$ cat config.mk
export PLATFORM = sky130hd
export DESIGN_NAME = ysyx_23060136_exu_div_ctrl
export DESIGN_NICKNAME = d
export VERILOG_FILES = /design/src/rtl/ysyx_23060136_exu_div_ctrl.sv
export SDC_FILE = /design/constraint.sdc
export NUM_CORES = 1
export LEC_CHECK = 0
export ABC_AREA = 1
export CAP_MARGIN = 20
export CORE_AREA = 2 2 182 184
export CTS_CLUSTER_DIAMETER = 30
export DETAILED_ROUTE_END_ITERATION = 12
export DIE_AREA = 0 0 184 186
export GPL_TIMING_DRIVEN = 0
export PLACE_DENSITY = 0.7
export SYNTH_ARGS = -nofsm -noshare
export SYNTH_HDL_FRONTEND = slang
export SYNTH_SLANG_ARGS = --single-unit
$ cat constraint.sdc
create_clock -name clk -period 2.3 [get_ports clk]
set_clock_uncertainty 0.05 [all_clocks]
set_input_delay 0.23 -clock clk [delete_from_list [all_inputs] [get_ports clk]]
set_output_delay 0.23 -clock clk [all_outputs]
set_load 0.1 [all_outputs]
$ cat src/rtl/ysyx_23060136_exu_div_ctrl.sv
// ysyx_23060136_exu_div_ctrl: EXU initiator for the iterative divider, resolving div-by-zero and signed overflow locally
module ysyx_23060136_exu_div_ctrl #(
  parameter int XLEN = 64,
  parameter int TAG_W = 5
) (
  input  logic             clk,
  input  logic             rst,
  input  logic             in_valid,
  output logic             in_ready,
  input  logic [1:0]       in_op,
  input  logic             in_word,
  input  logic [XLEN-1:0]  in_rs1,
  input  logic [XLEN-1:0]  in_rs2,
  input  logic [TAG_W-1:0] in_tag,
  input  logic             flush,
  output logic             out_valid,
  input  logic             out_ready,
  output logic [XLEN-1:0]  out_data,
  output logic [TAG_W-1:0] out_tag,
  output logic             div_valid,
  input  logic             div_ready,
  output logic [XLEN-1:0]  div_dividend,
  output logic [XLEN-1:0]  div_divisor,
  output logic             div_w,
  output logic             div_signed,
  input  logic             div_out_valid,
  input  logic [XLEN-1:0]  div_quotient,
  input  logic [XLEN-1:0]  div_remainder
);
  localparam logic [2:0] IDLE = 3'd0, ISSUE = 3'd1, WAIT = 3'd2, DONE = 3'd3, DRAIN = 3'd4;
  logic [2:0] state, state_n;
  logic [1:0] op;
  logic word;
  logic [XLEN-1:0] rs1, rs2, sp_res, sel;
  logic [TAG_W-1:0] tag;
  logic accept, zero, ovf, special, hs;
  function automatic logic [XLEN-1:0] sext_w(input logic w, input logic [XLEN-1:0] v);
    return w ? {{(XLEN-32){v[31]}}, v[31:0]} : v;
  endfunction
  assign in_ready = state == IDLE;
  assign out_valid = state == DONE;
  assign div_valid = state == ISSUE;
  assign accept = in_valid & in_ready & ~flush;
  assign hs = div_valid & div_ready;
  assign zero = in_word ? ~|in_rs2[31:0] : ~|in_rs2;
  assign ovf = ~in_op[0] & (in_word ? ((in_rs1[31:0] == 32'h8000_0000) & (&in_rs2[31:0]))
                                    : ((in_rs1 == {1'b1, {(XLEN-1){1'b0}}}) & (&in_rs2)));
  assign special = zero | ovf;
  // RISC-V fixed results: x/0 = -1, x%0 = x; MIN/-1 = MIN, MIN%-1 = 0
  assign sp_res = zero ? (in_op[1] ? in_rs1 : '1) : (in_op[1] ? '0 : in_rs1);
  assign sel = op[1] ? div_remainder : div_quotient;
  assign div_dividend = rs1;
  assign div_divisor = rs2;
  assign div_w = word;
  assign div_signed = ~op[0];
  assign out_tag = tag;
  always_comb begin
    state_n = IDLE;
    case (state)
      IDLE:  state_n = accept ? (special ? DONE : ISSUE) : IDLE;
      ISSUE: state_n = flush ? (hs ? DRAIN : IDLE) : (hs ? WAIT : ISSUE);
      WAIT:  state_n = div_out_valid ? (flush ? IDLE : DONE) : (flush ? DRAIN : WAIT);
      DONE:  state_n = (flush | out_ready) ? IDLE : DONE;
      DRAIN: state_n = div_out_valid ? IDLE : DRAIN;
      default: state_n = IDLE;
    endcase
  end
  always_ff @(posedge clk) begin
    if (rst) begin
      state <= IDLE;
      op <= '0;
      word <= 1'b0;
      rs1 <= '0;
      rs2 <= '0;
      tag <= '0;
      out_data <= '0;
    end else begin
      state <= state_n;
      if (accept) begin
        op <= in_op;
        word <= in_word;
        rs1 <= in_rs1;
        rs2 <= in_rs2;
        tag <= in_tag;
        if (special) out_data <= sext_w(in_word, sp_res);
      end
      if (state == WAIT && div_out_valid && !flush) out_data <= sext_w(word, sel);
    end
  end
  assert property (@(posedge clk) disable iff (rst) div_out_valid |-> (state == WAIT || state == DRAIN));
endmodule
Word-level counts from Yosys, hierarchy flattened --
Cells that the tools add are included.
Operators by class: equality and inequality tests 6, multiplexer cells 22, bitwise logic cells 11, reductions and logical operators 13
Operator list (count):
- two-way mux 64 bit | 9
- == test 64 bit, second input constant | 1
- AND reduction 64 bit | 1
- OR reduction 64 bit | 1
- == test 32 bit, second input constant | 1
- AND reduction 32 bit | 1
- OR reduction 32 bit | 1
- two-way mux 3 bit | 5
- one-hot mux 3 bit (5 select lines) | 1
- two-way mux 2 bit | 5
- bitwise AND 1 bit | 6
- == test 3 x 2 -> 1 bit, second input constant | 2
- nonzero test 2 bit | 2
- == test 3 x 1 -> 1 bit, second input constant | 1
- == test 3 bit, second input constant | 1
- zero test 1 bit | 3
- zero test 3 bit | 1
- NOT 1 bit | 3
- logical AND 1 bit | 2
- two-way mux 1 bit | 2
- bitwise OR 1 bit | 2
- AND reduction 2 bit | 1
Storage, ports and cells: register bits 203, bits of input ports 271

Longest topological paths before layout --
Gate-level depths: netlist of the first run.
depth after elaboration 8, depth in mapped cells 15

Worst setup path after synthesis of the first run --
OpenSTA, ideal clock, no wires.
kind reg-to-reg, start reg state[0], end reg state[0], arrival time 3.186 ns, data required time 2.129 ns, path slack -1.057 ns, cell stages (with the launch flop) 6, cells stage by stage dfxtp_1 -> inv_1 -> nor3_1 -> nand2_1 -> a311oi_1 -> nor2_1
On the way: word-level cells in the longest chain between the ends 5
Ends and longest elaborated chain:
- start: declaration | RTL line 31 | logic [2:0] state, state_n;
- start signal: assignment | RTL line 78 | state <= state_n;
- == test 3 x 1 -> 1 bit * | RTL line 42 | assign div_valid = state == ISSUE;
- named net div_valid | RTL line 20 | output logic div_valid,
- bitwise AND 1 bit | RTL line 44 | assign hs = div_valid & div_ready;
- two-way mux 2 bit | RTL line 61 | ISSUE: state_n = flush ? (hs ? DRAIN : IDLE) : (hs ? WAIT : ISSUE);
- two-way mux 3 bit | RTL line 61
- one-hot mux 3 bit (5 select lines) * | RTL line 59 | case (state)
Mark *: on every way through the listed nets, which the timed path passes. The rest lies on a longest branch. A chain may end at the register's enable or synchronous reset.

Worst setup path in the final report of the first run --
start reg out_data[63], end out out_data[63]
RTL lines:
- start: declaration | RTL line 18 | output logic [XLEN-1:0] out_data,
- start signal: assignment | RTL line 85 | if (special) out_data <= sext_w(in_word, sp_res);
- start signal: assignment | RTL line 87 | if (state == WAIT && div_out_valid && !flush) out_data <= sext_w(word, sel);
No word-level cell between the ends.

==> results.env, run 1 <==
DESIGN.PORTCOUNT=473
DIEAREA_UM2=34220
GRT_SETUP_UNREPAIRED='no'
ROUTE.DETAILED.WL_PER_INST_UM=18.91
PERIOD_NEEDED_NS=2.276
PRE_CTS_SLACK_NS=-0.4069
SETUP_WS_FINAL_NS=0.02415
VIAS=13620
GRT_MAX_DEGREE=15
FILLER_CELL_COUNT=3217
POST_CTS_SETUP_BUFFER_COUNT=0
GRT_PASS1_WL_UM=75490
DRTPASS1ITERATIONS=5
SYNTHTOLAYOUTAREAGROWTH_PCT=63.61
DETAIL_ROUTE.DRC_VIOLATIONS=0
FF_LATCH_AREA_UM2=4064
GRT_OVERFLOW_TOTAL=0
CTS-ROOT-TO-SINK-BUFFERS=3
GATE_COUNT_POST_SYNTH=1749
SYNTH.LIB_CELLS_USED.DISTINCT=25
SYNTHESIS.NETS=2020
INITIAL_UTILIZATION=0.3372
DRTANTENNAVIOLNETS=0
SLEW_VIOL_FINAL=0
DRIVE_GT1_FRAC=0.08154
FINALHOLDWORSTSLACK_NS=0.1568
WORSTSETUPSTARTPOINTTYPE='register'
TRITONCTS_NUM_SINKS=203
VDD_IR_DROP_MAX_V=0.0004510
CRIT_PATH_MAX_INCR_DELAY_NS=1.15
ARRIVAL_NS=2.00
TRITONCTS='done'
DP_HPWL_UM=41230
WORST_SETUP_PATH_END_KIND='primary output'
DIE_H_UM=186
GRT_ANTENNA_BEFORE_REPAIR=2
SEQUENCE_OF_CELLS_ON_THE_CRITICAL_PATH='clkdlybuf4s50_1'
SYNTHFLOPTYPE='sky130_fd_sc_hd__dfxtp_1'
WORST-PATH-BUF-INV=1
SYNTH_EDF_COUNT=0
TIMING.CRITICAL_PATH.FANOUT_MAX=2
CP_DATA_REQUIRED_TIME_NS=2.02
CRITICALPATHCATEGORY='register to primary output'
TIMING.CRITICAL_PATH.SLOWEST_STAGE_CELL='sky130_fd_sc_hd__clkdlybuf4s50_1'
HTREE_NUM_LEVELS=2
ASYNC_FLOP_SHARE=0
FIN_NETS=2546
HOLD_VIOLATIONS=0
WL_UM=51590
YOSYSTOPAREACELL='sky130_fd_sc_hd__dfxtp_1'
FP.COREAREA_UM2=32210
P_INT_uW=9764
POST-SYNTH-TOP-COUNT-CELL='sky130_fd_sc_hd__nor2_1'
FMAXACHIEVABLE_MHz=439.4
CTS.CLK_SLEW.WORST_PATHS_NS=0.05
POWER.SHARE.SEQUENTIAL=0.264
POWER_LEAKAGE_uW=0.008264
SW_FRAC_OF_TOTAL=0.3236
PLACE.GP.CONGESTION=0.9302
POWER_DENSITY_nW_PER_UM2=812.4
GRT_USE_TOTAL=0.2918
CTS_ROOT_BUFFER_TYPE='sky130_fd_sc_hd__clkbuf_16'
YOSYS-TOP-CELLS-COUNT='sky130_fd_sc_hd__nor2_1, sky130_fd_sc_hd__nand2_1, sky130_fd_sc_hd__dfxtp_1'
CHIPWIDTH_UM=184
OUTCOME='completed'
MAX-SLEW-MARGIN-REL=0.2499
MAXIMUM_CAPACITANCE_VIOLATIONS=0
NUM_ROWS=66
POWER.CLOCK.FRACTION=0.514
PART_OF_THE_YOSYS_AREA_USED_FOR_SEQUENTIAL_ELEMENTS=0.3742
LAYOUT_WORST_PATH_CYCLE_SHARE=0.9895
CPLARGESTDELAYFAMILY='buffers and inverters'
POWER_FRAC_COMB=0.222
INSERTION_DELAY_NS=0.55
SYN_AREA_UM2=10860
SWITCHING_POWER_uW=4671
REGISTER_BIT_TOTAL_FROM_SYNTHESIS=203
DETAIL_ROUTE.ITER0.VIOLATIONS=968
MULTIINPUTGATEAREA_UM2=5806
SYNTHTOPCELLSBYAREA='sky130_fd_sc_hd__dfxtp_1, sky130_fd_sc_hd__nor2_1, sky130_fd_sc_hd__nand2_1'
SYNTH_TOP_AREA_FRAC=0.3742
NUMCTSBUFFERS=53
SYN_AREA_PER_CELL_UM2=6.210
SETUP_VIOLATIONS=0
GRT_PASS1_VIAS=13180
YS.WARNINGS.COUNT=0
DETAIL_ROUTE.VIAS_PER_CELL=4.992
BUFFER_PORTS.INSERTED=471
HOLD_PATH_CLASS='primary input to register'
TIGHTEST_SLEW_NS=1.130
## per-layer routing
| layer | GRT usage | wire (um) | vias to the layer above | part of all wire |
|---|---|---|---|---|
| met5 | 0 | 0 | - | 0 |
| met1 | 0.3415 | 20970 | 6220 | 0.41 |
| li1 | - | - | 6753 | - |
| met3 | 0.06848 | 4154 | 80 | 0.081 |
| met2 | 0.5244 | 25040 | 566 | 0.49 |
| met4 | 0.09568 | 1422 | 0 | 0.028 |
## tightest hold or removal path: cells and delay by family
family,cells,cell delay (ns)
compound gates,1,0.07
buf+inv,2,0.40
## power by group through the flow
stage	Clock [uW]	Sequential [uW]	Combinational [uW]
after floorplan	0	5120	801
after global placement	0	3870	3290
after detailed placement	0	3870	3300
after CTS	7490	3810	3200
after global routing	7710	3820	3380
final	7420	3810	3200
## through the flow
stage	area [um^2]	setup TNS, ns	util	power (uW)	cells
after floorplan	10880	0	-	5924	1749
after global placement	16110	-50.16	0.5002	7161	2628
after detailed placement	16110	-54.42	0.5002	7177	2628
after CTS	17720	0	0.5501	14490	2726
after global routing	17770	0	0.5517	14920	2728
final	17770	0	0.5517	14440	2728
## path summary, 6_finish.rpt
kind | slack, ns | from | endpoint | cells past startpoint
setup / recovery | 0.02 | out_data[63] | out_data[63] | 1
hold reg to reg | 0.41 | out_data[31] | out_data[31] | 2
hold / removal | 0.16 | in_word | div_w | 3
setup reg to reg | 0.11 | op[1] | out_data[53] | 9
## logic make-up (layout without fill, tap and decap cells)
family	after synthesis	after routing	synth area share
AO/OA/AOI/OAI	422	422	0.2053
buffers and inverters	239	808	0.09585
flip-flops	203	203	0.3742
other	0	2	0
AND/OR/NAND/NOR	885	885	0.3247
## area by class of cell
type | count | share of cell area
Antenna cell | 2 | 0.0002817
Buffer | 135 | 0.03725
Clock buffer | 71 | 0.08352
Clock inverter | 27 | 0.01887
Inverter | 104 | 0.02211
Multi-Input combinational cell | 1307 | 0.3267
Sequential cell | 203 | 0.2287
Tap cell | 408 | 0.02873
Timing Repair Buffer | 471 | 0.2538
## registers in the layout, summed over array words and instances, names as in the netlist
| register | flops |
|---|---|
| state | 3 |
| div_dividend | 64 |
| op | 2 |
| div_w | 1 |
| out_tag | 5 |
| out_data | 64 |
| div_divisor | 64 |
## cell usage in the layout (no fill, tap or decap), types with 41 or more instances in the layout
cell type / synthesis / final
sky130_fd_sc_hd__a21oi_1: 190 / 190
sky130_fd_sc_hd__buf_2: 43 / 41
sky130_fd_sc_hd__clkbuf_1: 62 / 68
sky130_fd_sc_hd__clkbuf_16: 0 / 53
sky130_fd_sc_hd__clkdlybuf4s50_1: 0 / 271
sky130_fd_sc_hd__dfxtp_1: 203 / 203
sky130_fd_sc_hd__dlygate4sd2_1: 0 / 187
sky130_fd_sc_hd__inv_1: 90 / 90
sky130_fd_sc_hd__nand2_1: 325 / 325
sky130_fd_sc_hd__nand3_1: 99 / 98
sky130_fd_sc_hd__nor2_1: 432 / 430
sky130_fd_sc_hd__o21ai_0: 142 / 142
sky130_fd_sc_hd__o21ai_1: 48 / 48
## timing repair
action                                  CTS  global route
pin swaps                                 0             0
resized for setup                       201            20
endpoints found under the setup margin  246            15
hold buffers                              0             0
Note: power is estimated with default switching activity, not from simulation.
==> run 2: changes to the inputs <==
==> constraint.sdc (replaced) <==
create_clock -name clk -period 2.5 [get_ports clk]
set_clock_uncertainty 0.05 [all_clocks]
set_input_delay 0.25 -clock clk [delete_from_list [all_inputs] [get_ports clk]]
set_output_delay 0.25 -clock clk [all_outputs]
set_load 0.1 [all_outputs]
==> run 2 against run 1 <==
  * Non-clock buffer count is the same
  * Via count grew 0.84%
  * Critical path type unchanged
  * Critical endpoint is now out_data[54]
  * Largest cell class unchanged
  * Clock-buffer cell count shrank 6
==> results.env, run 2 (same netlist as run 1, synthesis figures left out) <==
CTS_ROOT_BUFFER_TYPE='sky130_fd_sc_hd__clkbuf_16'  # unchanged
DETAIL_ROUTE.VIAS_PER_CELL=5.038  # was 4.992
GRT_PASS1_WL_UM=75180  # was 75490 um
USE_MET1=0.3324  # was 0.3415
SETUP_WS_FINAL_NS=0.01654  # was 0.02415 ns
NUMCTSBUFFERS=51  # was 53
POWER.CLOCK.FRACTION=0.520  # was 0.514
FINAL_AREA_UM2=17970  # was 17770 um^2
DIE_H_UM=186  # unchanged
WORST_SETUP_PATH_END_KIND='primary output'  # unchanged
INITIAL_UTILIZATION=0.3372  # unchanged
CRITICALPATHCATEGORY='register to primary output'  # unchanged
DETAIL_ROUTE.DRC_VIOLATIONS=0  # unchanged
PERIOD_NEEDED_NS=2.483
GRT_USE_TOTAL=0.2895  # was 0.2918
GRT_SETUP_UNREPAIRED='no'  # unchanged
SWITCHING_POWER_uW=4309  # was 4671 uW
GRT_BUSIEST_LAYER='met2'  # unchanged
CRIT_PATH_MAX_INCR_DELAY_NS=1.22  # was 1.15 ns
GRT_PASS1_VIAS=13300  # was 13180
LAYOUT_COMMONEST_CELL='sky130_fd_sc_hd__clkdlybuf4s50_1'  # was sky130_fd_sc_hd__nor2_1
FMAXACHIEVABLE_MHz=402.7
TIMING.CRITICAL_PATH.FANOUT_MAX=2  # unchanged
DRIVE_GT1_FRAC=0.07729  # was 0.08154
FIN_NETS=2544  # was 2546
TIGHTEST_SLEW_NS=1.115  # was 1.130 ns
GRTUSAGEMET2=0.5182  # was 0.5244
CP_DATA_REQUIRED_TIME_NS=2.20  # was 2.02 ns
REGTOREGSETUPSLACK_NS=0.27  # was 0.11 ns
DP_HPWL_UM=40670  # was 41230 um
MULTIINPUTGATEAREA_UM2=5773  # was 5806 um^2
FF_LATCH_AREA_UM2=4064  # unchanged
FP.COREAREA_UM2=32210  # unchanged
DIEAREA_UM2=34220  # unchanged
GRT_OVERFLOW_TOTAL=0  # unchanged
CTS.CLK_SLEW.WORST_PATHS_NS=0.05  # about the same
VDD_IR_DROP_MAX_V=0.0004406  # was 0.0004510 V
ARRIVAL_NS=2.18  # was 2.00 ns
POWER_DENSITY_nW_PER_UM2=759.9  # was 812.4 nW/um^2
WORSTSETUPSTARTPOINTTYPE='register'  # unchanged
WL_UM=51230  # was 51590 um
TRITONCTS_NUM_SINKS=203  # unchanged
TRITONCTS='done'  # unchanged
PRE_CTS_SLACK_NS=-0.2614  # was -0.4069 ns
DETAIL_ROUTE.ITER0.VIOLATIONS=869  # was 968
GRT_MAX_DEGREE=14  # was 15
MAXIMUM_CAPACITANCE_VIOLATIONS=0  # unchanged
OUTCOME='completed'  # unchanged
HTREE_NUM_LEVELS=2  # unchanged
HOLD_PATH_CLASS='primary input to register'  # unchanged
POWER.SHARE.SEQUENTIAL=0.257  # was 0.264
SW_FRAC_OF_TOTAL=0.3156  # was 0.3236
MAX-SLEW-MARGIN-REL=0.2541  # was 0.2499
TIMING.CRITICAL_PATH.SLOWEST_STAGE_CELL='sky130_fd_sc_hd__clkdlybuf4s50_1'  # unchanged
LAYOUT_COMMON_CELLS='sky130_fd_sc_hd__clkdlybuf4s50_1, sky130_fd_sc_hd__nor2_1, sky130_fd_sc_hd__nand2_1, sky130_fd_sc_hd__dfxtp_1, sky130_fd_sc_hd__a21oi_1'  # was sky130_fd_sc_hd__nor2_1, sky130_fd_sc_hd__nand2_1, sky130_fd_sc_hd__clkdlybuf4s50_1, sky130_fd_sc_hd__dfxtp_1, sky130_fd_sc_hd__a21oi_1
ROUTE.DETAILED.WL_PER_INST_UM=18.79  # was 18.91 um
DRTPASS1ITERATIONS=6  # was 5
GRT_USE_MET3=0.07513  # was 0.06848
LAYOUT_WORST_PATH_CYCLE_SHARE=0.9934
SLEW_VIOL_FINAL=0  # unchanged
PLACE_AREA_UM2=16100  # was 16110 um^2
NUM_ROWS=66  # unchanged
SYNTHTOLAYOUTAREAGROWTH_PCT=65.44  # was 63.61%
POWER_FRAC_COMB=0.224  # was 0.222
WORST-PATH-BUF-INV=1  # unchanged
DRTANTENNAVIOLNETS=0  # unchanged
CTS-ROOT-TO-SINK-BUFFERS=3  # unchanged
CPLARGESTDELAYFAMILY='buffers and inverters'  # unchanged
POWER_LEAKAGE_uW=0.007321  # was 0.008264 uW
DESIGN.PORTCOUNT=473  # unchanged
CHIPWIDTH_UM=184  # unchanged
VIAS=13730  # was 13620
GRT_ANTENNA_BEFORE_REPAIR=2  # unchanged
PLACE.GP.CONGESTION=0.9480  # was 0.9302
SEQUENCE_OF_CELLS_ON_THE_CRITICAL_PATH='clkdlybuf4s50_1'  # unchanged
FILLER_CELL_COUNT=3081  # was 3217
BUFFER_PORTS.INSERTED=471  # unchanged
INSERTION_DELAY_NS=0.55  # about the same
POST_CTS_SETUP_BUFFER_COUNT=0  # unchanged
SETUP_VIOLATIONS=0  # unchanged
P_INT_uW=9345  # was 9764 uW
HOLD_VIOLATIONS=0  # unchanged
-- run 2: cell count changes in the layout (fill, tap and decap cells not counted), sizes merged --
| cell | previous run | this run |
|---|---|---|
| clkdlybuf4s50 | 271 | 468 |
| dlygate4sd2 | 187 | 2 |
| dlymetal6s2s | 10 | 0 |
| clkbuf | 136 | 128 |
| bufinv | 6 | 10 |
| buf | 70 | 73 |
| clkdlybuf4s15 | 3 | 0 |
-- run 2: stage by stage --
stage	instances	setup TNS (ns)	total power (uW)	utilization	hold WS [ns]
final	2726	0	13650	0.5579	0.1834
after global routing	2726	0	14050	0.5579	0.2102
after CTS	2724	0	13690	0.5579	0.1717
after detailed placement	2628	-13.47	6596	0.5000	0.3998
after global placement	2628	-14.85	6579	0.5000	0.3911
after floorplan	1749	0	5449	-	0.2691
-- run 2: per-layer routing --
metal / vias up / wire (um) / part of all wire
li1: 6748 / - / -
met1: 6281 / 20420 / 0.40
met2: 605 / 24590 / 0.48
met3: 99 / 4628 / 0.090
met4: 0 / 1589 / 0.031
met5: - / 0 / 0
-- run 2: timing repair --
action	in CTS	in global routing
resized for setup	4	1
hold buffers	0	0
endpoints found under the setup margin	3	1
-- run 2: layout make-up --
type,instances,area share
inverter,104,0.02173
clock inverter,31,0.02542
sequential,203,0.2262
buffer,135,0.03621
clock buffer,65,0.07848
multi-input combinational,1307,0.3213
tap,408,0.02841
timing repair buffer,471,0.2620
antenna,2,0.0002786
-- run 2: power groups by stage --
stage	registers [uW]	clock network (uW)	logic, uW
floorplan	4710	0	736
global placement	3550	0	3020
detailed placement	3560	0	3040
CTS	3500	7140	3050
global route	3520	7310	3220
finish	3500	7100	3050
-- run 2: worst paths after layout --
check | from | cells past startpoint | to
worst max-delay path | out_data[54] | 1 | out_data[54]
worst min-delay path | in_word | 3 | div_w
worst max register to register | state[1] | 8 | div_dividend[55]
worst min register to register | op[0] | 2 | op[0]
-- run 2: worst reg2reg max path, delay by kind of cell (launching register included) --
family                 cells  cell delay (ns)
buffers and inverters      4             1.17
flip-flops                 1             0.32
AND/OR/NAND/NOR            3             0.50
AO/OA/AOI/OAI              1             0.10
